===== config.mk =====
export PLATFORM = sky130hd
export DESIGN_NAME = mac_out_drain
export DESIGN_NICKNAME = d
export VERILOG_FILES = /design/src/rtl/mac_out_drain.sv
export SDC_FILE = /design/constraint.sdc
export NUM_CORES = 1
export LEC_CHECK = 0
export CAP_MARGIN = 20
export CORE_ASPECT_RATIO = 0.8
export CORE_MARGIN = 2
export CORE_UTILIZATION = 40
export CTS_BUF_LIST = sky130_fd_sc_hd__clkbuf_4 sky130_fd_sc_hd__clkbuf_8
export DETAILED_ROUTE_END_ITERATION = 8
export GPL_ROUTABILITY_DRIVEN = 0
export PLACE_DENSITY = 0.71
export SYNTH_ARGS = -nofsm -noshare
export SYNTH_HDL_FRONTEND = slang
export SYNTH_SLANG_ARGS = --single-unit

===== constraint.sdc =====
create_clock -name clk -period 6.36 [get_ports clk]
set_input_delay 1.272 -clock clk [delete_from_list [all_inputs] [get_ports clk]]
set_output_delay 1.272 -clock clk [all_outputs]
set_load 0.05 [all_outputs]

===== src/rtl/mac_out_drain.sv =====
// Reader-side drain controller for the MAC output FIFO: pops Len words and streams them
// through a 2-entry skid stage. Optional OutParity port when MAC_OUT_DRAIN_PARITY_EN is defined.
module mac_out_drain #(
    parameter int DataWidth   = 32,
    parameter int BufferWidth = 2,
    parameter int BufferSize  = 4,
    parameter int LenWidth    = 8,
    parameter int Threshold   = 2
) (
    input  logic                   clk,
    input  logic                   rst,
    input  logic                   Start,
    input  logic [LenWidth-1:0]    Len,
    input  logic                   Flush,
    input  logic [BufferSize-1:0]  ReadyM,
    input  logic [DataWidth-1:0]   DataOut2,
    output logic                   Pop2,
    output logic                   OutValid,
    input  logic                   OutReady,
    output logic [DataWidth-1:0]   OutData,
    output logic                   Busy,
    output logic                   Done,
    output logic [LenWidth-1:0]    Remaining
`ifdef MAC_OUT_DRAIN_PARITY_EN
    ,
    output logic                   OutParity
`endif
);

    typedef enum logic [2:0] {S_IDLE, S_WAIT, S_STREAM, S_DRAIN, S_DONE} state_t;

    localparam logic [BufferWidth:0] THR_OCC = (BufferWidth + 1)'(Threshold);
    localparam logic [LenWidth-1:0]  THR_LEN = LenWidth'(Threshold);

    state_t                 state_q, state_d;
    logic [BufferWidth-1:0] head_q, head_d;
    logic [LenWidth-1:0]    pop_cnt_q, pop_cnt_d;
    logic [LenWidth-1:0]    len_q, len_d;
    logic [LenWidth-1:0]    rem_q, rem_d;
    logic                   busy_q, busy_d;
    logic [1:0]             cnt_q, cnt_d;
    logic [DataWidth-1:0]   ent0_q, ent0_d, ent1_q, ent1_d;
    logic                   par0_q, par0_d, par1_q, par1_d;

    logic [BufferWidth:0]   occ;
    logic [LenWidth-1:0]    tail;
    logic                   avail, pop, xfer;

    always_comb begin
        occ = '0;
        for (int i = 0; i < BufferSize; i++) begin
            occ = occ + (BufferWidth + 1)'(ReadyM[i]);
        end
    end

    assign avail = ReadyM[head_q];
    assign tail  = len_q - pop_cnt_q;
    assign xfer  = (cnt_q != 2'd0) && OutReady;
    assign pop   = (state_q == S_STREAM) && avail && (cnt_q != 2'd2) && (pop_cnt_q < len_q);

    // Skid stage: entry 0 is always the oldest word; pop and transfer together only when one word is held.
    always_comb begin
        ent0_d = ent0_q;
        ent1_d = ent1_q;
        par0_d = par0_q;
        par1_d = par1_q;
        cnt_d  = cnt_q;
        unique case ({pop, xfer})
            2'b10: begin
                if (cnt_q == 2'd0) begin
                    ent0_d = DataOut2;
                    par0_d = ^DataOut2;
                end else begin
                    ent1_d = DataOut2;
                    par1_d = ^DataOut2;
                end
                cnt_d = cnt_q + 2'd1;
            end
            2'b01: begin
                ent0_d = ent1_q;
                par0_d = par1_q;
                cnt_d  = cnt_q - 2'd1;
            end
            2'b11: begin
                ent0_d = DataOut2;
                par0_d = ^DataOut2;
            end
            default: ;
        endcase
    end

    always_comb begin
        state_d   = state_q;
        len_d     = len_q;
        busy_d    = busy_q;
        head_d    = head_q + BufferWidth'(pop);
        pop_cnt_d = pop_cnt_q + LenWidth'(pop);
        rem_d     = rem_q - LenWidth'(xfer);
        unique case (state_q)
            S_IDLE: begin
                if (Start) begin
                    len_d     = Len;
                    rem_d     = Len;
                    pop_cnt_d = '0;
                    busy_d    = 1'b1;
                    state_d   = (Len == '0) ? S_DONE : S_WAIT;
                end
            end
            S_WAIT: begin
                // The tail term lets jobs shorter than the threshold start without waiting forever.
                if ((occ >= THR_OCC) || Flush || (tail < THR_LEN)) begin
                    state_d = S_STREAM;
                end
            end
            S_STREAM: begin
                if (pop_cnt_d == len_q) begin
                    state_d = S_DRAIN;
                end
            end
            S_DRAIN: begin
                if ((cnt_d == 2'd0) && (rem_d == '0)) begin
                    state_d = S_DONE;
                    busy_d  = 1'b0;
                end
            end
            S_DONE: begin
                busy_d  = 1'b0;
                state_d = S_IDLE;
            end
            default: state_d = S_IDLE;
        endcase
    end

    always_ff @(posedge clk) begin
        if (!rst) begin
            state_q   <= S_IDLE;
            head_q    <= '0;
            pop_cnt_q <= '0;
            len_q     <= '0;
            rem_q     <= '0;
            busy_q    <= 1'b0;
            cnt_q     <= 2'd0;
            ent0_q    <= '0;
            ent1_q    <= '0;
            par0_q    <= 1'b0;
            par1_q    <= 1'b0;
        end else begin
            state_q   <= state_d;
            head_q    <= head_d;
            pop_cnt_q <= pop_cnt_d;
            len_q     <= len_d;
            rem_q     <= rem_d;
            busy_q    <= busy_d;
            cnt_q     <= cnt_d;
            ent0_q    <= ent0_d;
            ent1_q    <= ent1_d;
            par0_q    <= par0_d;
            par1_q    <= par1_d;
        end
    end

    assign Pop2      = pop;
    assign OutValid  = (cnt_q != 2'd0);
    assign OutData   = ent0_q;
    assign Busy      = busy_q;
    assign Done      = (state_q == S_DONE);
    assign Remaining = rem_q;

`ifdef MAC_OUT_DRAIN_PARITY_EN
    assign OutParity = par0_q;
`else
    logic unused_par;
    assign unused_par = par0_q ^ par1_q;
`endif

endmodule


# Word-level counts from Yosys, hierarchy flattened
# Index checks and enable logic that the tools add are counted.
# op_classes
add_sub_neg	9
order_cmp	4
eq_ne	14
mux	18
bitwise_logic	1
n_reduce_logical	20
# ops
cell	count
one-hot mux 32 bit (3 select lines)	1
2-to-1 mux 32 bit	1
2-to-1 mux 8 bit	4
logical NOT 8 bit	2
2-to-1 mux 3 bit	5
one-hot mux 3 bit (4 select lines)	1
!= test 2 bit (second input constant)	5
adder 8 x 1 -> 8 bit	1
== test 8 bit	1
< comparator 8 x 2 -> 1 bit (second input constant)	1
< comparator 8 bit	1
subtractor 8 x 1 -> 8 bit	1
subtractor 8 bit	1
== test 3 x 2 -> 1 bit (second input constant)	2
AND reduction 2 bit	3
nonzero test 3 bit	2
logical AND 1 bit	5
== test 2 bit (second input constant)	2
logical NOT 2 bit	2
one-hot mux 2 bit (2 select lines)	1
AND reduction 4 bit	1
adder 2 x 1 -> 3 bit	1
adder 3 x 1 -> 3 bit	1
== test 3 x 1 -> 1 bit (second input constant)	1
17 further kinds	20
# word_totals
register_bits	96
input_bits	49
output_inout_bits	44
wordCells	75

# Depth between registers and ports, before layout
# logic_depth
word_depth	11
mapped_depth	20
mapped_depth_nobuf	19

# Worst setup path after synthesis
# No wires, ideal clock.
# synth_path
path_type	input to register
startpoint	input ReadyM[3]
endpoint	register state_q[1]
setup_ps	96
arrival_time_ps	4017
t_required_ps	6264
slack_ps	2247
stages	13
path_buffers	0
path_cell_list	mux4_2 -> nand2_1 -> nor3_1 -> o21a_1 -> ha_1 -> ha_1 -> xnor2_1 -> xor2_1 -> o2111ai_1 -> nor3_1 -> a31oi_1 -> or2_0 -> o41ai_2
# synth_between
elab_chain_len	11
word_cells_on_any_way	20
classes_between	add/sub (2); order compare (1); eq/ne (6); mux (3); reduce/logical (8)
# synth_lines
item	line_no	source
from (decl)	15	input logic [BufferSize-1:0] ReadyM,
binary-select mux 1 bit (select 2 bit) *	56	assign avail = ReadyM[head_q];
2-to-1 mux 1 bit (implied by the code) *	56	
logical AND 1 bit * (3 in a row)	59	assign pop = (state_q == S_STREAM) && avail && (cnt_q != 2'd2) && (pop_cnt_q < len_q);
via Pop2	17	output logic Pop2,
branches (longest 5 deep; another with adder 8 x 1 -> 8 bit)	-	
AND reduction 4 bit (no line) *	-	
to (signal assigned)	148	state_q <= state_d;
to (decl)	35	state_t state_q, state_d;
# Mark *: on every way through the listed nets, which the timed path passes. The select of a mux whose other input is x is not followed.
# A chain may end at the register's enable or synchronous reset.

# Final worst setup path
# layout_path
startpoint	input ReadyM[3]
endpoint	output Pop2
# layout_between
elab_chain_len	5
# layout_lines
item	line_no
binary-select mux 1 bit (select 2 bit)	56
2-to-1 mux 1 bit (implied by the code)	56
logical AND 1 bit (3 in a row)	59
to (decl)	17
# Every way passes these cells. The select of a mux whose other input is x is not followed.

==> results by group <==
Die
  • FP Rows: 35
  • Top Ports: 93
  • Floorplan core area: 11600 um2
  • Die H: about 100 um
  • Total Die Area: approximately 13000 um2
  • Initial Utilization: between 40% and 50%
  • DIE WIDTH: around 130 um

STA
  • Slew @ Worst Pin: about 830 ps
  • Slew Limit Headroom: between 40% and 50%
  • Final Setup Violations: 0
  • Fmax: between 200 and 250 MHz
  • Max-slew violation total from the final report: 0
  • Hold Vio Cnt, Final: 0
  • Min cycle time layout: ~4700 ps
  • Total negative slack: 0 ps
  • Clk_skew: between 10 and 15 ps
  • Tcrit/Tclk final: between 70% and 80%
  • RSZ-0062 raised after global routing: false

Power and ir drop
  • Leak: 2.05 nW
  • Worst IR Drop VDD: about 180 uV
  • Cell area power density: approximately 350 nW/um2

Critical path
  • Delay-heaviest family, CP: buffers and inverters
  • Critical Path AT: 3390 ps
  • CP Cell Sequence: clkdlybuf4s50_1 > mux4_2 > nand2_1 > nor3_1 > o21a_1 > clkdlybuf4s50_1
  • Critical path required time: 5090 ps
  • Critical path endpoint category: output port
  • CP Buf/Inv Count: 2
  • Slowest-stage cell, CP: clkdlybuf4s50_1
  • Most used cell, CP: clkdlybuf4s50_1
  • Startpoint types: input port
  • Setup CP Type: in -> out
  • Worst Path Max Fanout: 5
  • CP peak stage delay: ~840 ps

Route
  • Vias: 4102
  • Remaining DRCs: 0
  • DR pass1 iterations: 7
  • 1st-iter DRT viols: roughly 330
  • Routed WL per cell: between 15 and 20 um
  • Final wirelength: approximately 12000 um
  • Antenna Nets Post-Route: 0
  • Avg Vias per Cell: approximately 5.3

Final layout
  • Final core utilization: 51.8%
  • Share of cells above drive strength 1: roughly 10%
  • Layout fillers: 1072
  • Ant. Diodes: 0
  • Area Growth Syn to Fin: 25.4%
  • Final-stage net count: approximately 690

Global route
  • Number of global-route vias before repair: approximately 4k
  • First-pass GRT wire length: 19500 um
  • Total track usage: between 10% and 20%
  • Largest net degree at the start of global routing: between 60 and 70
  • Initial antenna violation count: 0
  • GRT overflow: 0

Synthesis
  • Asr flop ratio synth: 0%
  • Syn nets: about 620
  • Count of warnings emitted by yosys: 0
  • Commonest cells post-synth: nand2_1, dfxtp_1, nor2_1
  • Synth top area share: 39.9%
  • Synth area leaders: dfxtp_1, nand2_1, a211oi_2
  • Post-synth cell types: 56
  • Avg Synthesized Cell Area: approximately 9 um2
  • Cells after Synth: 549
  • Number of synthesized flops with an enable pin: 0
  • Flops & latches, synth: 96
  • Cell area after synthesis: 4810 um2
  • Sequential area share after synthesis: between 30% and 40%
  • Most frequent cell after synthesis: nand2_1
  • Yosys top cell by area: dfxtp_1
  • Main flop type after synthesis: dfxtp_1

CTS
  • # H-tree levels: 3
  • CTS max path bufs: 2
  • CTS sink count: 96
  • Root buffer cell: clkbuf_8
  • Clock slew at reported path FFs: about 90 ps
  • CTS tree: yes
  • Clock Latency Late Sink: around 360 ps
  • Post-CTS Hold Buffers: 0
  • Post-CTS setup buffer count: 0
  • Total CTS buffers: 9
  • Cts repair resizes: 0

Worst hold path
  • HP Class: reg -> reg

Placement
  • Post-DP HPWL: 8530 um
  • PortBufs: a little over 90

Status
  • Status: complete, no violations

Run
  • Max-Cap Viols: 0
-- tightest hold or removal path: cells and delay by family (launching register included) --
family,cells,cell delay [ps]
DFF,1,320
and+or+nand+nor,1,50
AOI/OAI and AO/OA,1,50
-- logic make-up (layout without fill, tap and decap cells) --
logic type | Yosys count | count (layout) | synth area share [%]
mux | 35 | 35 | 7.54
fa+ha+maj | 17 | 17 | 4.73
simple gates | 207 | 207 | 19.1
buf+inv | 53 | 134 | 4.83
xor+xnor | 27 | 27 | 4.91
flops | 96 | 96 | 39.9
compound gates | 114 | 114 | 19.0
-- worst paths after layout --
kind,from,endpoint,slack [ps],depth (start not counted)
worst max register to register,len_q[0],state_q[1],2000,20
worst max-delay path,ReadyM[3],Pop2,1700,6
worst min register to register,ent1_q[15],ent1_q[15],460,2
worst min-delay path,ent1_q[15],ent1_q[15],460,2
-- per-layer routing --
layer / GRT usage (%) / wire [um]
met3: 4.50 / 670
met5: 0 / 0
met2: 31.1 / 5640
met1: 25.0 / 5540
met4: 6.09 / 65
-- cell usage in the layout (no fill, tap or decap), types with 3 or more instances in the layout --
cell type,Yosys,final
nand2_1,100,100
dfxtp_1,96,96
clkdlybuf4s50_1,0,92
nor2_1,55,55
a21oi_1,53,53
mux2i_1,34,34
a211oi_2,28,28
inv_1,19,19
xnor2_1,17,17
ha_1,15,14
clkbuf_8,0,11
xor2_1,10,10
nand3_1,9,9
nor3_1,6,6
and2_1,6,6
a211oi_1,6,6
and3_1,4,4
nand4_1,4,4
buf_4,3,4
a21o_1,3,3
or2_2,3,3
nand2b_1,3,3
o211ai_1,3,3
-- layout make-up --
class | count | area [um2] | share of cell area (%)
Timing Repair Buffer | 98 | 1010 | 16.7
Clock buffer | 12 | 159 | 2.63
Sequential cell | 96 | 1920 | 31.8
Inverter | 20 | 75.1 | 1.24
Multi-Input combinational cell | 400 | 2660 | 44.1
Clock inverter | 4 | 28.8 | 0.477
Tap cell | 148 | 185 | 3.07
-- stage by stage --
step / power (mW) / instances / hold WS [ps] / cell area (um2) / setup slack [ps]
finish: 2.11 / 778 / 459 / 6040 / 1700
CTS: 2.12 / 777 / 461 / 6010 / 1710
floorplan: 1.47 / 549 / 436 / 4810 / 2250
global placement: 1.72 / 760 / 441 / 5800 / 1750
detailed placement: 1.74 / 761 / 448 / 5820 / 1630
global route: 2.24 / 778 / 477 / 6040 / 1580
-- sequential cells by signal, summed over array words and instances, names as in the netlist --
signal     cells
state_q        3
len_q          8
cnt_q          2
OutData       32
Busy           1
ent1_q        32
head_q         2
Remaining      8
pop_cnt_q      8
-- where the power goes --
group	leakage (nW)	total, mW	switching (mW)	internal (mW)
Combinational	1.18	0.949	0.588	0.361
Clock	0.0920	0.384	0.216	0.168
Sequential	0.778	0.780	0.0932	0.687
Total	2.05	2.11	0.897	1.22
Note: power is estimated with default switching activity, not from simulation.
